===== src/rtl/pipe_ctrl_pkg.sv =====
// Shared definitions for the pipeline hazard controller: state encoding,
// default timing parameters and the stage-enable bundle layout.
package pipe_ctrl_pkg;

   localparam logic [1:0] ST_RUN      = 2'd0;
   localparam logic [1:0] ST_MEM_WAIT = 2'd1;
   localparam logic [1:0] ST_MUL_WAIT = 2'd2;
   localparam logic [1:0] ST_FLUSH    = 2'd3;

   localparam int DEF_FLUSH_CYCLES = 1;
   localparam int DEF_MAX_WAIT     = 64;

   // Bit order runs front to back along the pipe: pc is the MSB.
   typedef struct packed {
      logic pc;
      logic ifid;
      logic idex;
      logic exmem;
      logic memwb;
   } stage_en_t;

   localparam stage_en_t EN_NONE   = 5'b00000;
   localparam stage_en_t EN_ALL    = 5'b11111;
   localparam stage_en_t EN_FREEZE = 5'b00111;

endpackage


===== src/rtl/pipeline_hazard_controller_sat_counter.sv =====
// Saturating up-counter used for the stall and flush performance counters.
module sat_counter #(
   parameter int W = 16
) (
   input  logic         clk,
   input  logic         rst_n,
   input  logic         inc,
   output logic [W-1:0] count
);

   logic [W-1:0] count_q;

   // NOTE: sequential state uses non-blocking assignments so every flop samples pre-edge values.
   always_ff @(posedge clk or negedge rst_n) begin
      if (!rst_n) begin
         count_q <= '0;
      end else if (inc && (count_q != {W{1'b1}})) begin
         count_q <= count_q + W'(1);
      end
   end

   assign count = count_q;

endmodule


===== src/rtl/pipeline_hazard_controller.sv =====
// Stall/flush sequencer for the 5-stage pipeline: drives stage enables, IF/ID
// flush and ID/EX bubble, tracks memory/multiplier waits with a watchdog.
module pipeline_hazard_controller
   import pipe_ctrl_pkg::*;
#(
   parameter int FLUSH_CYCLES = DEF_FLUSH_CYCLES,
   parameter int MAX_WAIT     = DEF_MAX_WAIT,
   parameter int CNT_W        = 16
) (
   input  logic             clk,
   input  logic             rst_n,
   input  logic             freeze,
   input  logic             branch_taken,
   input  logic             dmem_req,
   input  logic             dmem_ack,
   input  logic             mul_start,
   input  logic             mul_done,
   input  logic             err_clr,
   output logic             pc_en,
   output logic             ifid_en,
   output logic             idex_en,
   output logic             exmem_en,
   output logic             memwb_en,
   output logic             ifid_flush,
   output logic             idex_bubble,
   output logic [1:0]       state,
   output logic             timeout_err,
   output logic [CNT_W-1:0] stall_cycles,
   output logic [CNT_W-1:0] flush_events
);

   localparam int WCW = $clog2(MAX_WAIT + 1);

   logic [1:0]     state_q, state_d;
   logic [1:0]     flush_remain_q, flush_remain_d;
   logic [WCW-1:0] wait_cnt_q, wait_cnt_d;
   logic           timeout_err_q, timeout_err_d;

   stage_en_t en;
   logic      flush_c, bubble_c, branch_acc, set_err, release_c, done;

   // NOTE: every always_comb output gets a default first so no path can infer a latch.
   always_comb begin
      en             = EN_NONE;
      flush_c        = 1'b0;
      bubble_c       = 1'b0;
      branch_acc     = 1'b0;
      set_err        = 1'b0;
      release_c      = 1'b0;
      done           = 1'b0;
      state_d        = state_q;
      flush_remain_d = flush_remain_q;
      wait_cnt_d     = wait_cnt_q;

      case (state_q)
         ST_RUN: begin
            if (dmem_req && !dmem_ack) begin
               state_d    = ST_MEM_WAIT;
               wait_cnt_d = WCW'(1);
            end else if (mul_start && !mul_done) begin
               state_d    = ST_MUL_WAIT;
               wait_cnt_d = WCW'(1);
            end else begin
               release_c = 1'b1;
            end
         end
         ST_MEM_WAIT, ST_MUL_WAIT: begin
            done = (state_q == ST_MEM_WAIT) ? dmem_ack : mul_done;
            if (done) begin
               release_c = 1'b1;
            end else if (wait_cnt_q >= WCW'(MAX_WAIT)) begin
               release_c = 1'b1;
               set_err   = 1'b1;
            end else begin
               wait_cnt_d = wait_cnt_q + WCW'(1);
            end
         end
         default: begin
            // Wrong-path cycle: branch and freeze are ignored, only a memory stall interrupts.
            if (dmem_req && !dmem_ack) begin
               state_d    = ST_MEM_WAIT;
               wait_cnt_d = WCW'(1);
            end else begin
               en             = EN_ALL;
               flush_c        = 1'b1;
               bubble_c       = 1'b1;
               flush_remain_d = flush_remain_q - 2'd1;
               state_d        = (flush_remain_d == 2'd0) ? ST_RUN : ST_FLUSH;
            end
         end
      endcase

      // Release cycle of RUN or a wait: branch, then freeze, then free-running.
      if (release_c) begin
         wait_cnt_d = '0;
         if (branch_taken) begin
            en             = EN_ALL;
            flush_c        = 1'b1;
            bubble_c       = 1'b1;
            branch_acc     = 1'b1;
            flush_remain_d = 2'(FLUSH_CYCLES);
         end else if (freeze) begin
            en       = EN_FREEZE;
            bubble_c = 1'b1;
         end else begin
            en = EN_ALL;
         end
         state_d = (flush_remain_d != 2'd0) ? ST_FLUSH : ST_RUN;
      end

      if (set_err) begin
         timeout_err_d = 1'b1;
      end else if (err_clr) begin
         timeout_err_d = 1'b0;
      end else begin
         timeout_err_d = timeout_err_q;
      end
   end

   always_ff @(posedge clk or negedge rst_n) begin
      if (!rst_n) begin
         state_q        <= ST_RUN;
         flush_remain_q <= 2'd0;
         wait_cnt_q     <= '0;
         timeout_err_q  <= 1'b0;
      end else begin
         state_q        <= state_d;
         flush_remain_q <= flush_remain_d;
         wait_cnt_q     <= wait_cnt_d;
         timeout_err_q  <= timeout_err_d;
      end
   end

   assign pc_en       = rst_n & en.pc;
   assign ifid_en     = rst_n & en.ifid;
   assign idex_en     = rst_n & en.idex;
   assign exmem_en    = rst_n & en.exmem;
   assign memwb_en    = rst_n & en.memwb;
   assign ifid_flush  = rst_n & flush_c;
   assign idex_bubble = rst_n & bubble_c;
   assign state       = state_q;
   assign timeout_err = timeout_err_q;

   sat_counter #(.W(CNT_W)) u_stall_cnt (
      .clk   (clk),
      .rst_n (rst_n),
      .inc   (!pc_en),
      .count (stall_cycles)
   );

   sat_counter #(.W(CNT_W)) u_flush_cnt (
      .clk   (clk),
      .rst_n (rst_n),
      .inc   (branch_acc),
      .count (flush_events)
   );

endmodule

===== config.mk =====
export PLATFORM = sky130hd
export DESIGN_NAME = pipeline_hazard_controller
export DESIGN_NICKNAME = d
export VERILOG_FILES = /design/src/rtl/pipe_ctrl_pkg.sv /design/src/rtl/pipeline_hazard_controller_sat_counter.sv /design/src/rtl/pipeline_hazard_controller.sv
export SDC_FILE = /design/constraint.sdc
export NUM_CORES = 1
export LEC_CHECK = 0
export BUFFER_PORTS_ARGS = -buffer_cell sky130_fd_sc_hd__buf_2
export CORE_MARGIN = 1.5
export CORE_UTILIZATION = 30
export DETAILED_ROUTE_END_ITERATION = 12
export PLACE_DENSITY = 0.61
export SLEW_MARGIN = 20
export SYNTH_ARGS = -nofsm -noshare
export SYNTH_HDL_FRONTEND = slang
export SYNTH_SLANG_ARGS = --single-unit

===== constraint.sdc =====
create_clock -name clk -period 2.9 [get_ports clk]
set_input_delay 0.58 -clock clk [delete_from_list [all_inputs] [get_ports clk]]
set_output_delay 0.58 -clock clk [all_outputs]
set_load 0.05 [all_outputs]

==> impl_metrics.yaml <==
timing:
  final.setup.tns_ps: 0
  rsz0062_at_grt: "no"
  min_period_ps: 2780
  min_period_over_period_pct: 95.7
  setup_viol: 0
  max_freq_ghz: 0.360
  drv_slew: 0
  slew_headroom_pct: 53.2
  hold_violations: 0
  finalClockSkew_ps: 11.9
  hold_ws_ps: 249
  worstMarginPinSlew_ps: 700
floorplan:
  io_pins: 51
  fp.dieW_um: 92.1
  die_y_um: 92.1
  num_rows: 32
  dieArea_mm2: 0.00848
  core_mm2: 0.00769
  start_util_pct: 31.0
routing:
  viasPerCell: 4.80
  vias: 1858
  wl_per_cell_um: 13.1
  drtIter0Drc: 90
  first_pass_iters: 5
  ant_nets: 0
  drcViolationCount: 0
  wl_mm: 5.06
place:
  dp_hpwl_mm: 3.83
  place.gp.congestion: 0.788
  portBuffers: 50
power:
  powerDensity_mw_per_mm2: 1090
  p_leak_nw: 1.27
  power.total_mw: 3.12
  ir_drop_mv: 0.516
layout:
  layout_commonest_cell: "buf_2"
  drive_above_1_share_pct: 28.1
  antennaDiodeCount: 0
  syn_to_final_growth_pct: 19.9
  fin_util_pct: 37.2
  nFillCells: 791
  final_nets: 301
  final_cell_mix: "50 x buf_2, 43 x dfrtp_1, 20 x xor2_1"
grt:
  grt_usage_pct: 12.9
  antenna_found_initial: 0
  grt-ovfl-total: 0
  grt_pass1_wl_mm: 8.80
  grt_pass1_vias: 1836
  grt_max_degree: 31
worst_setup_path:
  worstPathMaxFanout: 10
  r2r_start: "state[1]"
  arrival_ps: 2200
  r2r_cells: 8
  r2r_end: "u_stall_cnt.count[12]"
  r2r_slack_ps: 390
  cp.required_ps: 2320
  start_kind: "flip-flop"
  worstSetupEndpointType: "output port"
  worstSetupPathType: "reg -> out"
cts:
  htree_levels: 2
  clock_sinks: 44
  clock_latency_ps: 290
  cts_buffers: 5
  clockBufferDepth: 2
  post-cts-setup-buffers: 0
  root_buffer: "clkbuf_8"
  cts_tree: "built"
  clk_pin_slew_worst_paths_ps: 90
synth:
  synth_edf_count: 0
  yosys.cell_types.count: 46
  synth_nets: 246
  synth_top_area_share_pct: 46.2
  netlist_area_mm2: 0.00238
  async_flop_share_pct: 100
  synthCells: 229
  yosysWarnings: 0
  synth_area_leader_cell: "dfrtp_1"
  synthFlopType: "dfrtp_1"
  avgSynthCellArea_um2: 10.4
  synth-seq-area-share_pct: 46.2
  synth_top_cells_by_area: "dfrtp_1 46%, xor2_1 7.4%, xnor2_1 5.1%, ha_1 4.2%, nand3_1 3.2%"
  synth-seq-cells: 44
outcome:
  status: "completed"
worst_hold_path:
  hp-class: "in -> async"
job:
  max-cap-violations: 0
-- flip-flops by register name (all words and copies together) (netlist names) --
name	cells
u_stall_cnt.count	16
u_flush_cnt.count	16
wait_cnt_q	7
state	2
timeout_err	1
flush_remain_q	2
-- how the worst max path moves through the flow --
stage,slack (ps),startpoint,cells past startpoint,to
after detailed placement,270,mul_done,7,idex_bubble
after CTS,70,state[1],6,ifid_en
after floorplan,10,state[0],7,idex_bubble
final,120,state[1],6,ifid_en
after global routing,20,state[1],6,ifid_en
after global placement,280,mul_done,7,idex_bubble
-- cell families after synthesis --
group / synth area share [%]
compound gates: 8.88
xor+xnor: 12.5
fa+ha+maj: 4.20
buf+inv: 3.94
flops: 46.2
mux: 2.47
simple gates: 21.8
-- through the flow --
stage	area [µm²]	worst slack, ps	cells
global placement	2750	284	379
detailed placement	2750	272	379
global route	2860	22.5	387
floorplan	2380	11.4	229
CTS	2850	72.2	387
finish	2860	124	387
-- power breakdown --
part	total [mW]	switching, mW	leakage [nW]	internal, mW
clock	0.398	0.208	0.0510	0.190
sequential	0.978	0.189	0.544	0.789
combinational	1.74	1.22	0.680	0.524
-- synthesized netlist by cell type (2+ instances only) --
master,number
nor3_1,7
clkbuf_1,3
and3_1,6
nand2b_1,3
nor3b_1,2
mux2_2,3
xnor2_1,14
buf_4,3
or3_1,2
ha_1,8
xor2_1,20
and2_1,2
nor2_1,14
nand2_1,18
nor4b_2,2
o21ai_0,5
nand4_1,9
a21oi_1,4
inv_1,10
dfrtp_1,44
and4_1,2
nand3_1,15
nor4b_1,2
buf_6,2
nor4_1,5
o21a_1,4
-- repair_timing --
| item | in CTS | in global routing |
|---|---|---|
| gates resized for setup | 1 | 2 |
| hold buffers | 0 | 0 |
| endpoints found under the setup margin | 5 | 6 |
| cloned | 0 | 0 |
| pin swaps | 0 | 0 |
-- layout make-up --
cell class | instances | area [µm²] | share of cell area (%)
Timing Repair Buffer | 56 | 295 | 10.3
Tap cell | 102 | 128 | 4.47
Multi-Input combinational cell | 167 | 1200 | 42.0
Inverter | 10 | 37.5 | 1.31
Sequential cell | 44 | 1100 | 38.6
Clock buffer | 6 | 82.6 | 2.89
Clock inverter | 2 | 10.0 | 0.350
-- critical path, stage by stage (launching register included) --
cell and delay (ps):
dfrtp_2 430, inv_1 80, ha_1 170, mux2_4 340, o21a_1 190, o311a_2 440, buf_2 250
-- layer usage --
layer  routed length, µm  vias up  GRT usage, %  share of wire [%]
met5                   0        -             0                  0
met4                  31        0          4.74               0.61
met3                 252        4          3.73                5.0
met2                2340       35          20.3                 46
met1                2440      901          16.9                 48
li1                    -      918             -                  -
No activity file was read; power rests on OpenSTA's default activity.
